### config.mk
export PLATFORM = sky130hd
export DESIGN_NAME = cache_req_arbiter_flat
export DESIGN_NICKNAME = d
export VERILOG_FILES = /design/src/rtl/cache_def.sv /design/src/rtl/cache_req_arbiter_if.sv /design/src/rtl/cache_rr_picker.sv /design/src/rtl/cache_req_arbiter.sv /design/src/flat_wrapper.sv
export SDC_FILE = /design/constraint.sdc
export NUM_CORES = 1
export LEC_CHECK = 0
export BUFFER_PORTS_ARGS = -buffer_cell sky130_fd_sc_hd__buf_2
export CORE_AREA = 4 4 156 158
export CTS_CLUSTER_DIAMETER = 40
export CTS_CLUSTER_SIZE = 20
export DETAILED_ROUTE_END_ITERATION = 12
export DIE_AREA = 0 0 160 162
export REMOVE_ABC_BUFFERS = 1
export SLEW_MARGIN = 40
export SYNTH_ARGS = -nofsm -noshare
export SYNTH_HDL_FRONTEND = slang
export SYNTH_SLANG_ARGS = --single-unit
### constraint.sdc
create_clock -name clk -period 2.95 [get_ports clk]
set_clock_uncertainty 0.2 [all_clocks]
set_input_delay 0.59 -clock clk [delete_from_list [all_inputs] [get_ports clk]]
set_output_delay 0.59 -clock clk [all_outputs]
set_load 0.02 [all_outputs]
### src/rtl/cache_def.sv
// -----------------------------------------------------------------------------
// cache_def
// Shared types for the risk-cache front end. cpu_req_type and cpu_result_type
// are the cache FSM request/result records; arb_state_type is the state set of
// the request arbiter that sits in front of the cache.
// -----------------------------------------------------------------------------
package cache_def;

  // Request from the CPU side into the cache FSM.
  typedef struct packed {
    logic [31:0] addr;   // byte address, clientID in bits [13:4]
    logic [31:0] data;   // write data (don't-care on reads)
    logic        rw;     // 1 = write, 0 = read
    logic        valid;  // request present
  } cpu_req_type;

  // Result from the cache FSM back to the CPU side.
  typedef struct packed {
    logic [31:0] data;   // read data (or value returned on write)
    logic        ready;  // result valid this cycle
  } cpu_result_type;

  // Arbiter FSM states.
  typedef enum logic [1:0] {
    IDLE  = 2'd0,
    ISSUE = 2'd1,
    RESP  = 2'd2
  } arb_state_type;

  // Width of a requester index; at least one bit so a single-requester build
  // still has a legal vector.
  function automatic int id_width(input int n);
    return (n > 1) ? $clog2(n) : 1;
  endfunction

endpackage

### src/rtl/cache_req_arbiter_if.sv
// -----------------------------------------------------------------------------
// cache_req_arbiter_if
// Bundles the requester-side handshake, the response channel and the cache
// request/result records of cache_req_arbiter.
//   slave  : the arbiter (consumes requests and cache results)
//   master : requesters + cache model (drive requests and cache results)
// Signals:
//   req_valid/req_addr/req_data/req_rw  per-requester request
//   req_ready                           one-hot accept pulse
//   cpu_req / cpu_res                   cache FSM request / result
//   rsp_valid/rsp_id/rsp_data/rsp_err   response pulse and payload
//   busy                                arbiter not in IDLE
// -----------------------------------------------------------------------------
interface cache_req_arbiter_if
  import cache_def::*;
#(
  parameter int NUM_REQ = 4
);
  localparam int ID_W = id_width(NUM_REQ);

  logic [NUM_REQ-1:0]       req_valid;
  logic [NUM_REQ-1:0][31:0] req_addr;
  logic [NUM_REQ-1:0][31:0] req_data;
  logic [NUM_REQ-1:0]       req_rw;
  logic [NUM_REQ-1:0]       req_ready;
  cpu_req_type              cpu_req;
  cpu_result_type           cpu_res;
  logic                     rsp_valid;
  logic [ID_W-1:0]          rsp_id;
  logic [31:0]              rsp_data;
  logic                     rsp_err;
  logic                     busy;

  modport slave (
    input  req_valid, req_addr, req_data, req_rw, cpu_res,
    output req_ready, cpu_req, rsp_valid, rsp_id, rsp_data, rsp_err, busy
  );

  modport master (
    output req_valid, req_addr, req_data, req_rw, cpu_res,
    input  req_ready, cpu_req, rsp_valid, rsp_id, rsp_data, rsp_err, busy
  );

endinterface

### src/rtl/cache_rr_picker.sv
// -----------------------------------------------------------------------------
// cache_rr_picker
// Purely combinational round-robin selector. Searches req_valid starting at
// last_grant+1 (mod NUM_REQ) and returns the first set index; last_grant itself
// is considered last, which bounds starvation to NUM_REQ-1 other grants.
// Ports:
//   req_valid  [NUM_REQ]  pending requests
//   last_grant [ID_W]     index granted most recently
//   grant      [ID_W]     selected index (0 when nothing is pending)
//   any_valid             at least one request pending
// -----------------------------------------------------------------------------
module cache_rr_picker
  import cache_def::*;
#(
  parameter  int NUM_REQ = 4,
  localparam int ID_W    = id_width(NUM_REQ)
) (
  input  logic [NUM_REQ-1:0] req_valid,
  input  logic [ID_W-1:0]    last_grant,
  output logic [ID_W-1:0]    grant,
  output logic               any_valid
);

  // One extra bit so last_grant + offset never wraps before the modulo step.
  logic [ID_W:0] idx;

  // NOTE: every output and temporary of a combinational block gets a value
  // before any conditional logic, so no path can leave it unassigned and infer
  // a latch.
  always_comb begin
    grant     = '0;
    any_valid = |req_valid;
    idx       = '0;
    // Walk from the farthest offset to the nearest; the last hit wins, which
    // gives the nearest requester after last_grant highest priority.
    for (int off = NUM_REQ; off >= 1; off--) begin
      idx = {1'b0, last_grant} + (ID_W + 1)'(off);
      if (idx >= (ID_W + 1)'(NUM_REQ)) idx = idx - (ID_W + 1)'(NUM_REQ);
      if (req_valid[idx[ID_W-1:0]]) grant = idx[ID_W-1:0];
    end
  end

endmodule

### src/rtl/cache_req_arbiter.sv
// -----------------------------------------------------------------------------
// cache_req_arbiter
// Shares one risk-cache port among NUM_REQ requesters. FSM IDLE -> ISSUE ->
// RESP -> IDLE: a request is granted round-robin in IDLE, presented to the
// cache (fields held) in ISSUE until cpu_res.ready, and answered with a single
// rsp_valid pulse in RESP. cpu_req.valid is therefore low for at least two
// cycles between transactions.
// Ports:
//   clk, rst_n  single clock, asynchronous active-low reset
//   bus         cache_req_arbiter_if.slave (requests, cache, response, busy)
// Parameters:
//   NUM_REQ         number of requesters (default 4)
//   TIMEOUT_CYCLES  ISSUE watchdog limit (default 64, used with ARB_TIMEOUT_EN)
// Build option:
//   ARB_TIMEOUT_EN  when defined, a transaction stuck in ISSUE for
//                   TIMEOUT_CYCLES cycles is answered with rsp_err=1 and
//                   rsp_data=0; otherwise rsp_err is tied low and ISSUE waits
//                   indefinitely.
// -----------------------------------------------------------------------------
module cache_req_arbiter
  import cache_def::*;
#(
  parameter int NUM_REQ        = 4,
  parameter int TIMEOUT_CYCLES = 64
) (
  input logic               clk,
  input logic               rst_n,
  cache_req_arbiter_if.slave bus
);

  localparam int ID_W = id_width(NUM_REQ);

  arb_state_type      state_q, state_d;
  logic [ID_W-1:0]    last_grant_q;
  logic [ID_W-1:0]    owner_q;
  logic [ID_W-1:0]    pick;
  logic               any_valid;
  logic               accept;
  logic               expire;
  logic [NUM_REQ-1:0] req_ready_d;
  logic [31:0]        addr_q;
  logic [31:0]        data_q;
  logic               rw_q;
  logic [31:0]        rsp_data_q;
  logic               rsp_err_q;

  cache_rr_picker #(
    .NUM_REQ (NUM_REQ)
  ) u_picker (
    .req_valid  (bus.req_valid),
    .last_grant (last_grant_q),
    .grant      (pick),
    .any_valid  (any_valid)
  );

  // req_ready is a same-cycle (Mealy) pulse, so it is gated with rst_n to
  // stay low while reset is asserted even if requests are pending.
  assign accept = (state_q == IDLE) && any_valid && rst_n;

`ifdef ARB_TIMEOUT_EN
  localparam int TMR_W = $clog2(TIMEOUT_CYCLES + 1);

  logic [TMR_W-1:0] timer_q;

  // Counts cycles spent in ISSUE; held at zero elsewhere so it is clear on
  // every entry to ISSUE.
  always_ff @(posedge clk or negedge rst_n) begin
    if (!rst_n)                 timer_q <= '0;
    else if (state_q != ISSUE)  timer_q <= '0;
    else                        timer_q <= timer_q + TMR_W'(1);
  end

  // High during the TIMEOUT_CYCLES-th ISSUE cycle; cpu_res.ready in that same
  // cycle takes precedence in the FSM below.
  assign expire = (state_q == ISSUE) && (timer_q == TMR_W'(TIMEOUT_CYCLES - 1));
`else
  assign expire = 1'b0;
`endif

  // Next-state and accept pulse.
  always_comb begin
    state_d     = state_q;
    req_ready_d = '0;
    unique case (state_q)
      IDLE: begin
        if (accept) begin
          req_ready_d[pick] = 1'b1;
          state_d           = ISSUE;
        end
      end
      ISSUE: begin
        if (bus.cpu_res.ready || expire) state_d = RESP;
      end
      RESP:    state_d = IDLE;
      default: state_d = IDLE;
    endcase
  end

  // NOTE: all state below is updated with non-blocking assignments so every
  // register samples the pre-edge values of the others, independent of the
  // order of statements in the block.
  always_ff @(posedge clk or negedge rst_n) begin
    if (!rst_n) begin
      state_q      <= IDLE;
      last_grant_q <= ID_W'(NUM_REQ - 1);
      owner_q      <= '0;
      addr_q       <= '0;
      data_q       <= '0;
      rw_q         <= 1'b0;
      rsp_data_q   <= '0;
      rsp_err_q    <= 1'b0;
    end else begin
      state_q <= state_d;
      unique case (state_q)
        IDLE: begin
          if (accept) begin
            owner_q <= pick;
            addr_q  <= bus.req_addr[pick];
            data_q  <= bus.req_data[pick];
            rw_q    <= bus.req_rw[pick];
          end
        end
        ISSUE: begin
          if (bus.cpu_res.ready) begin
            rsp_data_q <= bus.cpu_res.data;
            rsp_err_q  <= 1'b0;
          end else if (expire) begin
            rsp_data_q <= '0;
            rsp_err_q  <= 1'b1;
          end
        end
        RESP: begin
          last_grant_q <= owner_q;
          rsp_err_q    <= 1'b0;
        end
        default: ;
      endcase
    end
  end

  assign bus.req_ready = req_ready_d;
  assign bus.cpu_req   = '{addr: addr_q, data: data_q, rw: rw_q, valid: (state_q == ISSUE)};
  assign bus.rsp_valid = (state_q == RESP);
  assign bus.rsp_id    = owner_q;
  assign bus.rsp_data  = rsp_data_q;
  assign bus.rsp_err   = rsp_err_q;
  assign bus.busy      = (state_q != IDLE);

endmodule

### src/flat_wrapper.sv
// flat-port wrapper written by rule: the top's interface ports become plain ports
module cache_req_arbiter_flat import cache_def::*;
#(
  parameter int NUM_REQ        = 4,
  parameter int TIMEOUT_CYCLES = 64
)
  (clk, rst_n, bus_req_valid, bus_req_addr, bus_req_data, bus_req_rw, bus_cpu_res, bus_req_ready, bus_cpu_req, bus_rsp_valid, bus_rsp_id, bus_rsp_data, bus_rsp_err, bus_busy);
  cache_req_arbiter_if #(.NUM_REQ(NUM_REQ)) bus_i ();
  input logic clk;
  input logic rst_n;
  input wire logic [$bits(bus_i.req_valid)-1:0] bus_req_valid;
  input wire logic [$bits(bus_i.req_addr)-1:0] bus_req_addr;
  input wire logic [$bits(bus_i.req_data)-1:0] bus_req_data;
  input wire logic [$bits(bus_i.req_rw)-1:0] bus_req_rw;
  input wire logic [$bits(bus_i.cpu_res)-1:0] bus_cpu_res;
  output wire logic [$bits(bus_i.req_ready)-1:0] bus_req_ready;
  output wire logic [$bits(bus_i.cpu_req)-1:0] bus_cpu_req;
  output wire logic [$bits(bus_i.rsp_valid)-1:0] bus_rsp_valid;
  output wire logic [$bits(bus_i.rsp_id)-1:0] bus_rsp_id;
  output wire logic [$bits(bus_i.rsp_data)-1:0] bus_rsp_data;
  output wire logic [$bits(bus_i.rsp_err)-1:0] bus_rsp_err;
  output wire logic [$bits(bus_i.busy)-1:0] bus_busy;
  assign bus_i.req_valid = bus_req_valid;
  assign bus_i.req_addr = bus_req_addr;
  assign bus_i.req_data = bus_req_data;
  assign bus_i.req_rw = bus_req_rw;
  assign bus_i.cpu_res = bus_cpu_res;
  assign bus_req_ready = bus_i.req_ready;
  assign bus_cpu_req = bus_i.cpu_req;
  assign bus_rsp_valid = bus_i.rsp_valid;
  assign bus_rsp_id = bus_i.rsp_id;
  assign bus_rsp_data = bus_i.rsp_data;
  assign bus_rsp_err = bus_i.rsp_err;
  assign bus_busy = bus_i.busy;
  cache_req_arbiter #(.NUM_REQ(NUM_REQ), .TIMEOUT_CYCLES(TIMEOUT_CYCLES)) u_core (.clk(clk), .rst_n(rst_n), .bus(bus_i));
endmodule
==> reports/results.tsv, run 1 <==
metric	value	unit
die-area	0.0259	mm^2
critPathTopFamily	flip-flops	
synth_seq_cells	103	
final_hold_viol_count	0	
fmax	359	MHz
critical_path_class	register to primary output	
combinationalPowerShare	0.554	
track_usage	0.170	
rsz0062_at_grt	no	
relSlewSlack	0.536	
synth_top_area_share	0.383	
initial_core_util	0.286	
ys_warn_count	0	
crit_path_top_delay_cell	dfstp_2	
max_slew.worst_pin.slew	0.696	ns
antenna_found_initial	0	
drt-total-wl	23100	um
synth.most_common_cell	dfrtp_1	
synth_top_area_cell	dfrtp_1	
place_hpwl	17500	um
vias	6178	
finalCritPeriodShare	0.944	
endpoint_kind	primary output	
worst_skew_pair.late_latency	0.35	ns
numClockSinks	103	
die_y	162	um
fin_crit	2.78	ns
syn_to_final_growth	37.8	%
internal_power	0.00466	W
cp_max_fo	20	
fin_cells	1232	
drive_gt1_frac	0.639	
cts_max_path_buffers	2	
ioPinCount	406	
chipWidth	160	um
pwr-share-clk	0.147	
async_reset_ff_frac	1.00	
cts_made_buffers	9	
synth_edf_count	0	
power_frac_seq	0.299	
ctsHoldBuffers	0	
design_area	0.00911	mm^2
avgSynthCellArea	11.8	um^2
place_inst	1216	
multi_input_area	0.00354	mm^2
grt_max_degree	81	
path_buf_inv	2	
coreArea	0.0231	mm^2
post_cts_resized	0	
rr_worst_depth	7	
path_clk_slew	0.09	ns
setup_violations	0	
rr_startpoint	u_core.last_grant_q[1]	
required	2.16	ns
vdd_ir_drop_max	0.350	mV
avgViaCountPerCell	5.01	
placed_area	0.00881	mm^2
synth_commonest_cells	dfrtp_1 (101), mux2_2 (99), nand3_1 (80)	
cpPeakStageDelay	0.60	ns
worstPathArrival	1.99	ns
initialDrtViolationCount	238	
ys_types	33	
dominantRegCellSynth	dfrtp_1	
path_cells	mux2i_1 > o22ai_2 > a21oi_4 > buf_12 > nor2_1 > buf_2	
slew_viol_final	0	
post_cts_buffers	0	
place_congestion	0.792	
overflow	0	
synth_area_leaders	dfrtp_1 (38%), mux2_2 (17%), mux2i_1 (10%)	
fillCellCount	2333	
status	finished, final reports clean	
switching_share	0.436	
drc	0	
placementRows	56	
insertedDiodeCount	0	
grt_pass1_vias	6322	
wire_per_inst	18.7	um
crit_cells	6	
drt-pass1-iter-count	4	
portBuffers	404	
fin_util	0.394	
r2r-end	u_core.data_q[17]	
power.density	908	mW/mm^2
fin_nets	1236	
synthesis.area	0.00661	mm^2
startpoint_type	register	
ys_seq_area_frac	0.391	
grt_pass1_wl	35100	um
clock_tree.htree_level_count	3	
regArea	0.00258	mm^2
cts_tree	built	
ant_nets	0	
r2r_setup_slack	0.29	ns
synthCells	561	
p_switching	0.00360	W
root_buffer	clkbuf_16	
cap_violations	0	
leakage	4.37	nW
min_path_type	input pin to async pin	
-- final cells by class --
type / instances / share of cell area
multi-input cells: 391 / 0.389
well taps: 290 / 0.0398
repair buffers: 428 / 0.254
flip-flops and latches: 103 / 0.283
clock inverters: 6 / 0.00687
inverters: 4 / 0.00165
clock buffers: 10 / 0.0251
-- metrics by stage --
stage	power (W)	hold slack [ns]	worst slack, ns	setup TNS (ns)
after CTS	0.00836	0.209	0.114	0
after global placement	0.00706	0.282	0.138	0
after floorplan	0.00546	0.0944	-5.64	-383.75
final	0.00827	0.225	0.166	0
after detailed placement	0.00712	0.287	0.227	0
after global routing	0.00877	0.239	0.0379	0
-- state kept, by name, summed over array words and instances, names as in the netlist --
register / flops
u_core.bus.rsp_data: 32
u_core.addr_q: 32
u_core.rw_q: 1
u_core.state_q: 2
u_core.last_grant_q: 2
u_core.data_q: 32
u_core.bus.rsp_id: 2
-- worst max-delay path by stage --
stage / slack (ns) / end / startpoint
floorplan: -5.64 / u_core.addr_q[0] / bus_req_valid[3]
finish: 0.17 / bus_req_ready[3] / u_core.last_grant_q[1]
CTS: 0.11 / bus_req_ready[1] / u_core.last_grant_q[1]
global route: 0.04 / bus_req_ready[1] / u_core.last_grant_q[1]
global placement: 0.14 / u_core.data_q[31] / rst_n
detailed placement: 0.23 / u_core.addr_q[23] / bus_req_valid[3]
-- per-layer routing --
metal,GRT usage,part of all wire,vias to the layer above
li1,-,-,2894
met1,0.198,0.39,2974
met2,0.306,0.51,292
met3,0.0454,0.084,18
met4,0.0485,0.015,0
met5,0,0,-
-- kinds of logic (layout without fill, tap and decap cells) --
logic type / after synthesis / in the layout / synth area share
DFF: 103 / 103 / 0.391
and+or+nand+nor: 152 / 152 / 0.155
muxes: 165 / 165 / 0.269
AOI/OAI and AO/OA: 73 / 73 / 0.109
other: 1 / 1 / 0.000568
buffers and inverters: 67 / 448 / 0.0759
-- power groups by stage --
stage / combinational (W) / sequential [W] / clock (W)
floorplan: 0.00217 / 0.00329 / 0
global placement: 0.00457 / 0.00249 / 0
detailed placement: 0.00465 / 0.00248 / 0
CTS: 0.00464 / 0.00247 / 0.00126
global route: 0.00490 / 0.00256 / 0.00131
finish: 0.00458 / 0.00247 / 0.00121
-- worst register-to-register path, delay by kind of cell (launching register included) --
kind,cells,cell delay [ns]
buf+inv,2,0.44
mux,2,0.60
compound gates,3,0.68
flops,1,0.60
-- cells in the final DEF, fill, tap and decap left out, drive strengths merged, types with 2 or more instances in the layout --
cell and instances:
nor3 2, clkbuf 10, a21o 2, o21ai 3
dfrtp 101, nand2b 2, mux2 99, nor2 4
a221o 65, mux2i 66, clkinv 2, inv 8
buf 428, nand2 6, nor2b 3, dfstp 2
nand3 130
Note: power is estimated with default switching activity, not from simulation.
==> run 2, diff against run 1 <==
Settings changed: ABC_AREA set to 1, CORE_AREA 4 4 156 158 to 4 4 157 159, DIE_AREA 0 0 160 162 to 0 0 161 163.
==> run 2 against run 1 <==
Compared with the run above:
- hold slack worse by 0.016 ns
- area after synthesis up 13%
- critical path type unchanged
- register-to-register slack worse by 0.07 ns
- sequential power about the same
- synthesized cell count up 130%
- clock power about the same
- largest power group unchanged
- clock-buffer cell count unchanged
- critical path depth up 4
- die area up 1.2%
- core utilization up 4.1 points
- non-clock buffer count up 2
- routed wire length up 17%
==> reports/results.tsv, run 2 <==
metric	value	unit	change
synth_edf_count	0		unchanged
cp_max_fo	6		-70%
crit_path_top_delay_cell	dfstp_2		
cts_made_buffers	9		unchanged
ys_warn_count	0		unchanged
status	finished, final reports clean		
synthesis.area	0.00745	mm^2	+13%
grt_pass1_vias	8259		+31%
finalCritPeriodShare	0.977		+0.0334
fin_nets	1924		+56%
rr_startpoint	u_core.last_grant_q[0]		
p_switching	0.00629	W	+75%
leakage	6.74	nW	+54%
path_buf_inv	2		unchanged
ys_seq_area_frac	0.346		-0.0443
path_clk_slew	0.08	ns	about the same
die_y	163	um	+0.62%
power.density	1160	mW/mm^2	+27%
synth_top_area_share	0.339		-0.0434
fin_util	0.435		+0.0411
initialDrtViolationCount	554		+130%
fmax	347	MHz	-3.4%
layout_setup_ws	0.0674	ns	-0.0984 ns
overflow	0		unchanged
grt_max_degree	75		-7.4%
crit_cells	10		+4
initial_core_util	0.320		+0.0346
root_buffer	clkbuf_16		
avgViaCountPerCell	4.40		-12%
slew_viol_final	0		unchanged
place_congestion	0.832		+5.0%
critPathTopFamily	flip-flops		
final_hold_viol_count	0		unchanged
track_usage	0.198		+0.0286
drt-pass1-iter-count	5		+1
multi_input_area	0.00348	mm^2	-1.7%
async_reset_ff_frac	1.00		unchanged
dominantRegCellSynth	dfrtp_1		
place_hpwl	20000	um	+14%
relSlewSlack	0.499		-0.0372
combinationalPowerShare	0.688		+0.134
cpMostUsedCell	nand2_1		
grt_pass1_wl	42500	um	+21%
coreArea	0.0233	mm^2	+0.61%
r2r-end	u_core.data_q[2]		
portBuffers	404		unchanged
startpoint_type	register		
internal_power	0.00541	W	+16%
total_power	0.0117	W	+42%
power_frac_seq	0.209		-0.090
min_path_type	input pin to async pin		
max_slew.worst_pin.slew	0.752	ns	+0.0558 ns
r2r_setup_slack	0.22	ns	-0.07 ns
cts_max_path_buffers	2		unchanged
avgSynthCellArea	5.89	um^2	-50%
synth_top_area_cell	dfrtp_1		
drive_gt1_frac	0.291		-0.348
fin_setup_tns	0	ns	unchanged
vdd_ir_drop_max	0.776	mV	+120%
drc	0		unchanged
numClockSinks	103		unchanged
design_area	0.0101	mm^2	+11%
placed_area	0.00968	mm^2	+9.9%
drt-total-wl	27100	um	+17%
worst_skew_pair.late_latency	0.35	ns	about the same
synthCells	1264		+130%
switching_share	0.538		+0.102
post-place-ws	0.107	ns	-0.120 ns
antenna_found_initial	1		+1
placementRows	56		unchanged
synth_commonest_cells	nand2_1 (511), inv_1 (273), nand3_1 (263)		
endpoint_kind	primary output		
ant_nets	0		unchanged
pwr-share-clk	0.103		-0.044
syn_to_final_growth	35.8	%	
setup_violations	0		unchanged
clock_tree.htree_level_count	3		unchanged
rr_worst_depth	13		+6
rsz0062_at_grt	yes		
cap_violations	0		unchanged
vias	8581		+39%
synth_area_leaders	dfrtp_1 (34%), nand2_1 (26%), nand3_1 (18%)		
critical_path_class	register to primary output		
cpPeakStageDelay	0.61	ns	about the same
cts_tree	built		
die-area	0.0262	mm^2	+1.2%
fillCellCount	2581		+11%
synth_seq_cells	103		unchanged
required	2.16	ns	about the same
wire_per_inst	13.9	um	-26%
synth.most_common_cell	nand2_1		
final_common_cell	nand2_1		
fin_crit	2.88	ns	+0.0984 ns
regArea	0.00258	mm^2	unchanged
ys_types	23		-30%
ioPinCount	406		unchanged
chipWidth	161	um	+0.63%
worstPathArrival	2.09	ns	+0.10 ns
path_cells	buf_6 > nand2_1 > o21ai_1 > nand2_1 > nand2_1 > nand4_1 > nand2_2 > nand2_1 > a21oi_1 > buf_4		
layout_common_cells	nand2_1 (506), buf_2 (399), inv_1 (272), nand3_1 (262), dfrtp_1 (101)		
==> run 2: how the worst max path moves through the flow <==
| stage | end | slack, ns | startpoint |
|---|---|---|---|
| floorplan | bus_req_ready[0] | -5.42 | u_core.state_q[1] |
| global placement | u_core.data_q[2] | 0.09 | bus_req_valid[2] |
| detailed placement | u_core.data_q[2] | 0.11 | bus_req_valid[2] |
| CTS | bus_req_ready[0] | 0.005 | u_core.last_grant_q[0] |
| global route | bus_req_ready[3] | -0.05 | u_core.last_grant_q[0] |
| finish | bus_req_ready[3] | 0.07 | u_core.last_grant_q[0] |
==> run 2: what timing repair did <==
| action | in CTS | in global routing |
|---|---|---|
| pin swaps | 1 | 6 |
| setup endpoints to repair | 3 | 22 |
| buffers inserted | 5 | 3 |
| resized for setup | 7 | 12 |
| hold buffers | 0 | 0 |
==> run 2: metrics by stage <==
step	hold slack, ns	std cells
after floorplan	0.0944	1184
after global placement	0.258	1925
after detailed placement	0.259	1925
after CTS	0.203	1946
after global routing	0.207	1950
final	0.209	1950
==> run 2: layout make-up <==
| type | count | share of cell area |
|---|---|---|
| antenna | 1 | 0.000247 |
| clock inverter | 6 | 0.00519 |
| timing repair buffer | 430 | 0.230 |
| tap | 319 | 0.0394 |
| sequential | 103 | 0.255 |
| clock buffer | 10 | 0.0236 |
| inverter | 275 | 0.102 |
| multi-input combinational | 806 | 0.344 |
==> run 2: routing by layer <==
layer,wire length (um),global-route usage,up-vias
li1,-,-,4454
met1,11100,0.251,3788
met2,13400,0.343,309
met3,1980,0.0430,30
met4,488,0.0531,0
met5,0,0,-
==> run 2: power groups by stage <==
stage | Combinational, W | Sequential (W) | Clock, W
5_1_grt | 0.00907 | 0.00253 | 0.00130
6_report | 0.00805 | 0.00245 | 0.00121
3_3_place_gp | 0.00779 | 0.00246 | 0
4_1_cts | 0.00804 | 0.00245 | 0.00126
2_1_floorplan | 0.00445 | 0.00326 | 0
3_5_place_dp | 0.00787 | 0.00246 | 0
==> run 2: logic make-up (layout without fill, tap and decap cells) <==
logic type	count (synthesis)	in the layout	synth area share
other	1	2	0.000503
DFF	103	103	0.346
and+or+nand+nor	797	797	0.452
buffers and inverters	355	721	0.196
AOI/OAI and AO/OA	8	8	0.00571
